### config.mk
export PLATFORM = sky130hd
export DESIGN_NAME = segmented_wide_adder
export DESIGN_NICKNAME = d
export VERILOG_FILES = /design/src/rtl/adder_pkg.sv /design/src/rtl/cla_segment.sv /design/src/rtl/segmented_wide_adder.sv
export SDC_FILE = /design/constraint.sdc
export NUM_CORES = 1
export LEC_CHECK = 0
export BUFFER_PORTS_ARGS = -buffer_cell sky130_fd_sc_hd__buf_2
export CAP_MARGIN = 25
export CORE_UTILIZATION = 25
export DETAILED_ROUTE_END_ITERATION = 12
export GPL_ROUTABILITY_DRIVEN = 0
export PLACE_DENSITY = 0.45
export REMOVE_ABC_BUFFERS = 1
export SYNTH_ARGS = -nofsm -noshare
export SYNTH_HDL_FRONTEND = slang
export SYNTH_SLANG_ARGS = --single-unit
### constraint.sdc
create_clock -name clk -period 8.45 [get_ports clk]
set_input_delay 1.2675 -clock clk [delete_from_list [all_inputs] [get_ports clk]]
set_output_delay 1.2675 -clock clk [all_outputs]
set_load 0.02 [all_outputs]
### src/rtl/adder_pkg.sv
// Shared definitions for multi-cycle arithmetic blocks: FSM state encoding
// and the segment-count derivation / width legality helpers.
package adder_pkg;

  typedef enum logic [1:0] {
    IDLE = 2'd0,
    RUN  = 2'd1,
    DONE = 2'd2
  } state_e;

  // Number of S-bit segments needed to cover a W-bit operand.
  function automatic int segs_of(input int w, input int s);
    return (s >= 1) ? (w / s) : 0;
  endfunction

  // A width pair is legal when the segment is at least one bit wide and
  // tiles the full operand exactly.
  function automatic bit width_ok(input int w, input int s);
    return (s >= 1) && (w >= s) && ((w % s) == 0);
  endfunction

endpackage

### src/rtl/cla_segment.sv
// S-bit generate/propagate adder slice with carry in and carry out.
module cla_segment #(
  parameter int S = 16
) (
  input  logic [S-1:0] a_i,
  input  logic [S-1:0] b_i,
  input  logic         cin_i,
  output logic [S-1:0] sum_o,
  output logic         cout_o
);

  logic [S-1:0] g;
  logic [S-1:0] p;
  logic [S:0]   c;

  assign g = a_i & b_i;
  assign p = a_i ^ b_i;

  // Carry chain built from per-bit generate/propagate terms.
  always_comb begin
    logic carry;
    carry = cin_i;
    c     = '0;
    c[0]  = cin_i;
    for (int i = 0; i < S; i++) begin
      carry    = g[i] | (p[i] & carry);
      c[i + 1] = carry;
    end
  end

  assign sum_o  = p ^ c[S-1:0];
  assign cout_o = c[S];

endmodule

### src/rtl/segmented_wide_adder.sv
// W-bit adder that streams S-bit segments, LSB first, through one narrow
// slice. Carry is held in a register between segments; valid/ready on both
// the operand and result sides.
module segmented_wide_adder
  import adder_pkg::*;
#(
  parameter int W = 64,
  parameter int S = 16
) (
  input  logic         clk,
  input  logic         rst_n,
  input  logic         in_valid,
  output logic         in_ready,
  input  logic [W-1:0] a,
  input  logic [W-1:0] b,
  input  logic         cin,
  output logic         out_valid,
  input  logic         out_ready,
  output logic [W-1:0] sum,
  output logic         cout
);

  localparam int SEGS  = segs_of(W, S);
  localparam int CNT_W = $clog2(SEGS) + 1;
  localparam logic [CNT_W-1:0] LAST_SEG = CNT_W'(SEGS - 1);

  if (!width_ok(W, S)) begin : g_width_check
    $error("segmented_wide_adder: W=%0d must be a positive multiple of S=%0d", W, S);
  end

  state_e           state_q, state_d;
  logic [W-1:0]     a_sh_q, a_sh_d;
  logic [W-1:0]     b_sh_q, b_sh_d;
  logic [W-1:0]     sum_q, sum_d;
  logic             carry_q, carry_d;
  logic             cout_q, cout_d;
  logic [CNT_W-1:0] seg_cnt_q, seg_cnt_d;

  logic [S-1:0]     seg_sum;
  logic             seg_cout;
  logic [W-1:0]     a_shift, b_shift, sum_shift;
  logic             accept;
  logic             last_seg;

  cla_segment #(.S(S)) u_slice (
    .a_i    (a_sh_q[S-1:0]),
    .b_i    (b_sh_q[S-1:0]),
    .cin_i  (carry_q),
    .sum_o  (seg_sum),
    .cout_o (seg_cout)
  );

  // A single segment fills the whole word, so there is nothing to shift in
  // from above; otherwise new bits enter at the top as the word drains.
  if (SEGS == 1) begin : g_one_seg
    assign a_shift   = '0;
    assign b_shift   = '0;
    assign sum_shift = seg_sum;
  end else begin : g_multi_seg
    assign a_shift   = {{S{1'b0}}, a_sh_q[W-1:S]};
    assign b_shift   = {{S{1'b0}}, b_sh_q[W-1:S]};
    assign sum_shift = {seg_sum, sum_q[W-1:S]};
  end

  assign accept   = in_valid && (state_q == IDLE);
  assign last_seg = (state_q == RUN) && (seg_cnt_q == LAST_SEG);

  // State register.
  always_ff @(posedge clk or negedge rst_n) begin
    if (!rst_n) state_q <= IDLE;
    else        state_q <= state_d;
  end

  // Next-state logic: accept, run SEGS segments, hold result until taken.
  always_comb begin
    state_d = state_q;
    case (state_q)
      IDLE:    if (in_valid)  state_d = RUN;
      RUN:     if (last_seg)  state_d = DONE;
      DONE:    if (out_ready) state_d = IDLE;
      default:                state_d = IDLE;
    endcase
  end

  // Handshake outputs decoded from state; never both high.
  always_comb begin
    in_ready  = (state_q == IDLE);
    out_valid = (state_q == DONE);
  end

  // Datapath next state: load on accept, shift one segment per RUN cycle.
  always_comb begin
    a_sh_d    = a_sh_q;
    b_sh_d    = b_sh_q;
    carry_d   = carry_q;
    seg_cnt_d = seg_cnt_q;
    sum_d     = sum_q;
    cout_d    = cout_q;
    if (accept) begin
      a_sh_d    = a;
      b_sh_d    = b;
      carry_d   = cin;
      seg_cnt_d = '0;
    end else if (state_q == RUN) begin
      a_sh_d    = a_shift;
      b_sh_d    = b_shift;
      carry_d   = seg_cout;
      seg_cnt_d = seg_cnt_q + CNT_W'(1);
      sum_d     = sum_shift;
      if (last_seg) cout_d = seg_cout;
    end
  end

  // Datapath registers; reset clears everything so no stale result leaks.
  always_ff @(posedge clk or negedge rst_n) begin
    if (!rst_n) begin
      a_sh_q    <= '0;
      b_sh_q    <= '0;
      carry_q   <= 1'b0;
      seg_cnt_q <= '0;
      sum_q     <= '0;
      cout_q    <= 1'b0;
    end else begin
      a_sh_q    <= a_sh_d;
      b_sh_q    <= b_sh_d;
      carry_q   <= carry_d;
      seg_cnt_q <= seg_cnt_d;
      sum_q     <= sum_d;
      cout_q    <= cout_d;
    end
  end

  assign sum  = sum_q;
  assign cout = cout_q;

endmodule

==> results.py, run 1 <==
metrics = {
    "global_route": {
        "grt_max_degree": 80,
        "grt_pass1_vias": 6727,
        "track_usage_pct": 14.0,
        "grt_util_met3_pct": 3.39,
        "grt_pass1_wl_mm": 39.0,
        "grt_overflow": 0,
        "antenna_found_initial": 3,
        "grt_util_met1_pct": 19.3,
        "use_met2_pct": 21.7,
        "busiest_layer": "met2",
    },
    "place": {
        "numPortBuffers": 199,
        "place_hpwl_mm": 15.4,
        "place_ws_ns": 1.21,
        "place_area_sq_um": 10200,
    },
    "worst_hold_path": {
        "hold_end": "b_sh_q[55]",
        "min_path_type": "register to register",
        "min_from": "b_sh_q[55]",
        "worst_hold_path.num_cells": 2,
    },
    "synth": {
        "netlist.area_leader.share_pct": 56.0,
        "yosysWarningCount": 0,
        "netlist_area_sq_um": 8890,
        "yosys-top-cells-count": "199 x dfrtp_1, 138 x inv_1, 96 x a222oi_1, 96 x nor2_1, 64 x nand2_1",
        "synth_area_leader_cell": "dfrtp_1",
        "synth.area.top_cells": "dfrtp_1 56%, a222oi_1 11%, mux2_2 8.0%",
        "async_flop_share_pct": 100,
        "synth_seq_cells": 199,
        "avgSynthCellArea_sq_um": 11.2,
        "ys_types": 27,
        "yosysSeqAreaShare_pct": 56.0,
        "synth.most_common_cell": "dfrtp_1",
        "synth_cells": 791,
        "synth_flop_cell": "dfrtp_1",
        "synth_edf_count": 0,
    },
    "timing": {
        "period_needed_ns": 7.15,
        "period_share_pct": 84.6,
        "fin_ws_ns": 1.30,
        "slew_headroom_pct": 32.0,
        "setup_violations": 0,
        "clock.fmax_mhz": 140,
        "drv_slew": 0,
        "fin_skew_ns": 0.0117,
        "worstMarginPinSlew_ns": 1.02,
        "fin_tns_setup_ns": 0,
        "rsz0062_at_grt": "false",
        "hold_violations": 0,
    },
    "setup_path": {
        "crit_fanout": 2,
        "end_kind": "register",
        "regToRegStartpoint": "b_sh_q[0]",
        "worstPathArrival_ns": 7.51,
        "cp_data_required_time_ns": 8.81,
        "startpoint_type": "register",
        "critPathKind": "register to register",
        "reg2reg_to": "sum[63]",
        "reg2reg_depth": 20,
        "r2r_slack_ns": 1.30,
    },
    "cts": {
        "clkSlewWorstSetupHoldPaths_ns": 0.07,
        "cts_resized": 0,
        "clock-root-buffer": "clkbuf_16",
        "cts_tree": "done",
        "clk_path_buf_depth": 2,
        "numCtsBuffers": 17,
        "htree_levels": 4,
        "ctsHoldBuffers": 0,
        "clock-sinks": 199,
        "post_cts_buffers": 0,
        "clock_latency_ns": 0.44,
    },
    "floorplanning": {
        "io_pins": 200,
        "dieWidth_um": 191,
        "rows": 68,
        "core_area_sq_um": 34800,
        "fp.dieArea_sq_um": 36300,
        "die_y_um": 191,
        "start_util_pct": 25.5,
    },
    "route": {
        "wire_per_inst_um": 17.4,
        "dr.first_iter.drc_count": 656,
        "dr_total_vias": 6683,
        "drc": 0,
        "viasPerCell": 4.71,
        "wirelength_mm": 24.7,
        "dr.pass1.iters": 11,
        "postRouteAntennaNets": 0,
    },
    "power_and_ir_drop": {
        "ir_drop_mv": 0.236,
        "powerDensity_nw_per_um2": 425,
        "leakagePower_nw": 5.12,
    },
    "run": {
        "cap_violations": 0,
    },
    "finish": {
        "fin_nets": 1103,
        "layout-drive-gt1-share_pct": 32.0,
        "fin_area_sq_um": 10800,
        "fill_cells": 3625,
        "area_growth_pct": 21.8,
    },
    "outcome": {
        "outcome": "complete, no violations",
    },
}
[worst max path at each step]
stage	start	to	slack, ns	cells past startpoint
after floorplan	a_sh_q[0]	carry_q	1.82	21
after global placement	a_sh_q[0]	sum[63]	1.27	20
after detailed placement	a_sh_q[0]	sum[63]	1.21	20
after CTS	b_sh_q[0]	sum[63]	1.16	20
after global routing	b_sh_q[0]	sum[63]	0.96	20
final	b_sh_q[0]	sum[63]	1.30	20
[per-stage QoR]
step / instances / hold WS [ns] / utilization (%) / power [mW]
2_1_floorplan: 723 / 0.459 / - / 3.16
3_3_place_gp: 1387 / 0.472 / 29.3 / 3.75
3_5_place_dp: 1388 / 0.478 / 29.4 / 3.81
4_1_cts: 1417 / 0.495 / 31.1 / 4.69
5_1_grt: 1417 / 0.509 / 31.1 / 4.98
6_report: 1419 / 0.490 / 31.1 / 4.60
[kinds of logic (layout without fill, tap and decap cells)]
logic type                 after synthesis  after routing  synth area share [%]
other                                    0              2                     0
muxes                                   66             66                  8.32
DFF                                    199            199                  56.0
buffers and inverters                  206            377                  9.84
and+or+nand+nor                        168            168                  7.48
adders and majority gates               18             18                  3.89
AOI/OAI and AO/OA                      134            134                  14.4
[worst max-delay path: stages, from the launching register on]
cell     delay (ns)
dfrtp_1        0.36
inv_1          0.09
fa_1           0.18
inv_1          0.06
fa_1           0.40
fa_1           0.44
fa_1           0.43
fa_1           0.41
fa_1           0.42
fa_1           0.41
fa_1           0.40
fa_1           0.40
fa_1           0.41
fa_1           0.41
fa_1           0.40
fa_1           0.41
fa_1           0.41
fa_1           0.38
inv_1          0.09
fa_1           0.41
mux2i_1        0.14
[sequential cells by signal, summed over array words and instances, names as in the netlist]
signal / flops
state_q: 2
cout: 1
sum: 64
carry_q: 1
seg_cnt_q: 3
a_sh_q: 64
b_sh_q: 64
[cell usage in the layout, fill, tap and decap left out, drive strengths merged]
cell type  instances
clkinv             3
nand2             64
diode              2
nand2b             1
bufinv             3
a22o               2
or2                2
nor2b              2
ha                 2
a222oi            96
clkinvlp           1
buf              209
mux2              63
nand3b             1
mux2i              3
fa                16
clkbuf            20
o221ai            32
nor2              96
inv              141
o21ai              1
dfrtp            199
a21oi              1
and3b              1
a211oi             1
nor4b              1
o21bai             1
[final cells by class]
| class | instances | area (sq um) | area share [%] |
|---|---|---|---|
| clock buffers | 19 | 453 | 4.18 |
| well taps | 455 | 569 | 5.26 |
| diodes | 2 | 5.00 | 0.0462 |
| multi-input cells | 386 | 3050 | 28.2 |
| repair buffers | 210 | 1100 | 10.2 |
| inverters | 138 | 518 | 4.78 |
| clock inverters | 10 | 146 | 1.35 |
| flip-flops and latches | 199 | 4980 | 46.0 |
[layer usage]
layer,wire length [um],share of wire [%]
met1,11500,47
met2,11600,47
met3,1260,5.1
met4,290,1.2
met5,17,0.069
[power by group]
group          total, mW  switching [mW]  internal (mW)  leakage (nW)
clock network      0.859           0.378          0.481         0.292
registers           1.69           0.266           1.42          2.40
logic               2.05            1.13          0.916          2.42
Note: power is estimated with default switching activity, not from simulation.
==> inputs of run 2 (changes only) <==
PLACE_DENSITY = 0.47   (was 0.45)
clock period = 6.47 ns   (was 8.45 ns; I/O delays follow)
==> run 2 against run 1 <==
  * Final area rose by 0.80%
  * Total power rose by 33%
  * Final cell count increased by 0.21%
  * Register-to-register slack got worse by 1.2 ns
  * Sequential cell count unchanged
  * Clock-buffer cell count rose by 2
  * Core utilization increased by 0.25 points
  * Clock power increased by 34%
  * Sequential share of layout area fell by 0.36 points
  * Maximum frequency up 12%
  * First-iteration DRC count is 7.5% higher
  * Via count rose by 0.22%
==> results.py, run 2 (synthesis gave the netlist of run 1 again) <==
metrics = {
    "setup_path": {
        "crit_fanout": 2,
        "worstPathArrival_ns": 6.75,
        "startpoint": "a_sh_q[0]",
        "reg2reg_depth": 20,
        "cp_data_required_time_ns": 6.84,
        "path_delay_family": "adder cells",
        "r2r_slack_ns": 0.09,
        "max_stage_delay_ns": 0.40,
        "critPathKind": "register to register",
        "crit_path_top_delay_cell": "fa_1",
        "path_cells": "inv_2, fa_1, inv_2, fa_2, fa_2, fa_2, fa_2, fa_2, fa_2, fa_2, fa_2, fa_2, fa_2, fa_2, fa_2, fa_2, fa_2, inv_2, fa_1, mux2i_1",
        "reg2reg_to": "sum[63]",
        "crit_path_frequent_cell": "fa_2",
        "cp.depth": 20,
        "critPathCapture": "sum[63]",
        "startpoint_type": "register",
        "critPathBufInv": 3,
        "regToRegStartpoint": "a_sh_q[0]",
        "end_kind": "register",
    },
    "finish": {
        "mostFrequentLayoutCells": "198 x dfrtp_1, 198 x buf_2, 134 x inv_1, 96 x nor2_1, 96 x a222oi_1",
        "post-route-util_pct": 31.4,
        "layout-drive-gt1-share_pct": 34.0,
        "area_growth_pct": 22.8,
        "fin_nets": 1104,
    },
    "timing": {
        "setup_violations": 0,
        "fin_tns_setup_ns": 0,
        "period_share_pct": 98.6,
        "rsz0062_at_grt": "true",
        "period_needed_ns": 6.38,
        "hold_violations": 0,
        "fin_skew_ns": 0.0128,
        "slew_headroom_pct": 34.7,
        "drv_slew": 0,
        "clock.fmax_mhz": 157,
        "holdWs_ns": 0.491,
        "worstMarginPinSlew_ns": 0.980,
    },
    "power_and_ir_drop": {
        "leakagePower_nw": 5.12,
        "fin_total_pwr_mw": 6.10,
        "powerDensity_nw_per_um2": 559,
        "ir_drop_mv": 0.248,
    },
    "global_route": {
        "track_usage_pct": 14.1,
        "grt_max_degree": 111,
        "grt_pass1_vias": 6969,
        "grt_pass1_wl_mm": 39.2,
        "grt_util_met3_pct": 3.96,
        "use_met2_pct": 22.2,
        "grt_util_met1_pct": 18.5,
        "busiest_layer": "met2",
        "antenna_found_initial": 3,
        "grt_overflow": 0,
    },
    "cts": {
        "htree_levels": 4,
        "clock-sinks": 199,
        "numCtsBuffers": 17,
        "cts_tree": "done",
        "clock_latency_ns": 0.45,
        "post_cts_buffers": 0,
        "clkSlewWorstSetupHoldPaths_ns": 0.07,
        "clock-root-buffer": "clkbuf_16",
        "ctsHoldBuffers": 0,
        "clk_path_buf_depth": 2,
    },
    "floorplanning": {
        "core_area_sq_um": 34800,
        "fp.dieArea_sq_um": 36300,
        "start_util_pct": 25.5,
        "die_y_um": 191,
        "io_pins": 200,
        "dieWidth_um": 191,
        "rows": 68,
    },
    "route": {
        "drc": 0,
        "dr.first_iter.drc_count": 705,
        "dr.pass1.iters": 9,
        "wire_per_inst_um": 17.3,
        "postRouteAntennaNets": 0,
        "wirelength_mm": 24.5,
        "dr_total_vias": 6698,
        "viasPerCell": 4.71,
    },
    "run": {
        "cap_violations": 0,
    },
    "worst_hold_path": {
        "min_path_type": "register to register",
        "worst_hold_path.num_cells": 2,
    },
    "outcome": {
        "outcome": "complete, no violations",
    },
    "place": {
        "numPortBuffers": 199,
        "place_hpwl_mm": 15.0,
    },
}
run 2: cell count changes in the layout (fill, tap and decap cells not counted):
cell and change:
fa_2 +14, buf_12 +2, inv_6 +2, inv_2 +4, inv_1 -4, fa_1 -14
clkinvlp_4 +1, clkbuf_1 +2, clkinv_4 -2, buf_4 -1, clkinv_2 -1, inv_8 +1
diode_2 -1
run 2: worst min-delay path by stage:
stage               startpoint         end  slack [ns]
floorplan           a_sh_q[48]  a_sh_q[48]        0.46
global placement    a_sh_q[62]  a_sh_q[62]        0.47
detailed placement  a_sh_q[61]  a_sh_q[61]        0.48
CTS                 a_sh_q[53]  a_sh_q[53]        0.50
global route        a_sh_q[59]  a_sh_q[59]        0.52
finish              a_sh_q[53]  a_sh_q[53]        0.49
run 2: worst register-to-register path: cells and delay by family (launching register included):
| family | cells | cell delay (ns) |
|---|---|---|
| buffers and inverters | 3 | 0.17 |
| adder cells (fa/ha/maj) | 16 | 5.63 |
| flip-flops | 1 | 0.38 |
| multiplexers | 1 | 0.13 |
run 2: per-stage QoR:
stage               std cells  setup slack (ns)  cell area [sq um]
detailed placement       1387            -0.785              10200
finish                   1422            0.0899              10900
global placement         1387            -0.716              10200
CTS                      1419          -0.00321              10900
global route             1421            -0.116              10900
floorplan                 723            -0.155               8530
run 2: area by class of cell:
type,instances,area [sq um]
Antenna cell,1,2.50
Clock buffer,21,460
Clock inverter,11,160
Multi-Input combinational cell,386,3090
Fill cell,3631,23900
Sequential cell,199,4980
Tap cell,455,569
Timing Repair Buffer,211,1130
Inverter,138,518
run 2: layer usage:
metal,part of all wire [%],vias up
met4,1.2,4
met5,0.11,-
met1,46,3360
met2,47,213
met3,5.7,25
li1,-,3096
run 2: power breakdown:
| group | internal [mW] | switching (mW) |
|---|---|---|
| clock | 0.640 | 0.514 |
| combinational | 1.23 | 1.49 |
| sequential | 1.86 | 0.364 |
| total | 3.73 | 2.37 |
run 2: repair_timing:
| action | 4_1_cts | 5_1_grt |
|---|---|---|
| endpoints found under the setup margin | 5 | 2 |
| resized for setup | 18 | 0 |
| pin swaps | 1 | 1 |
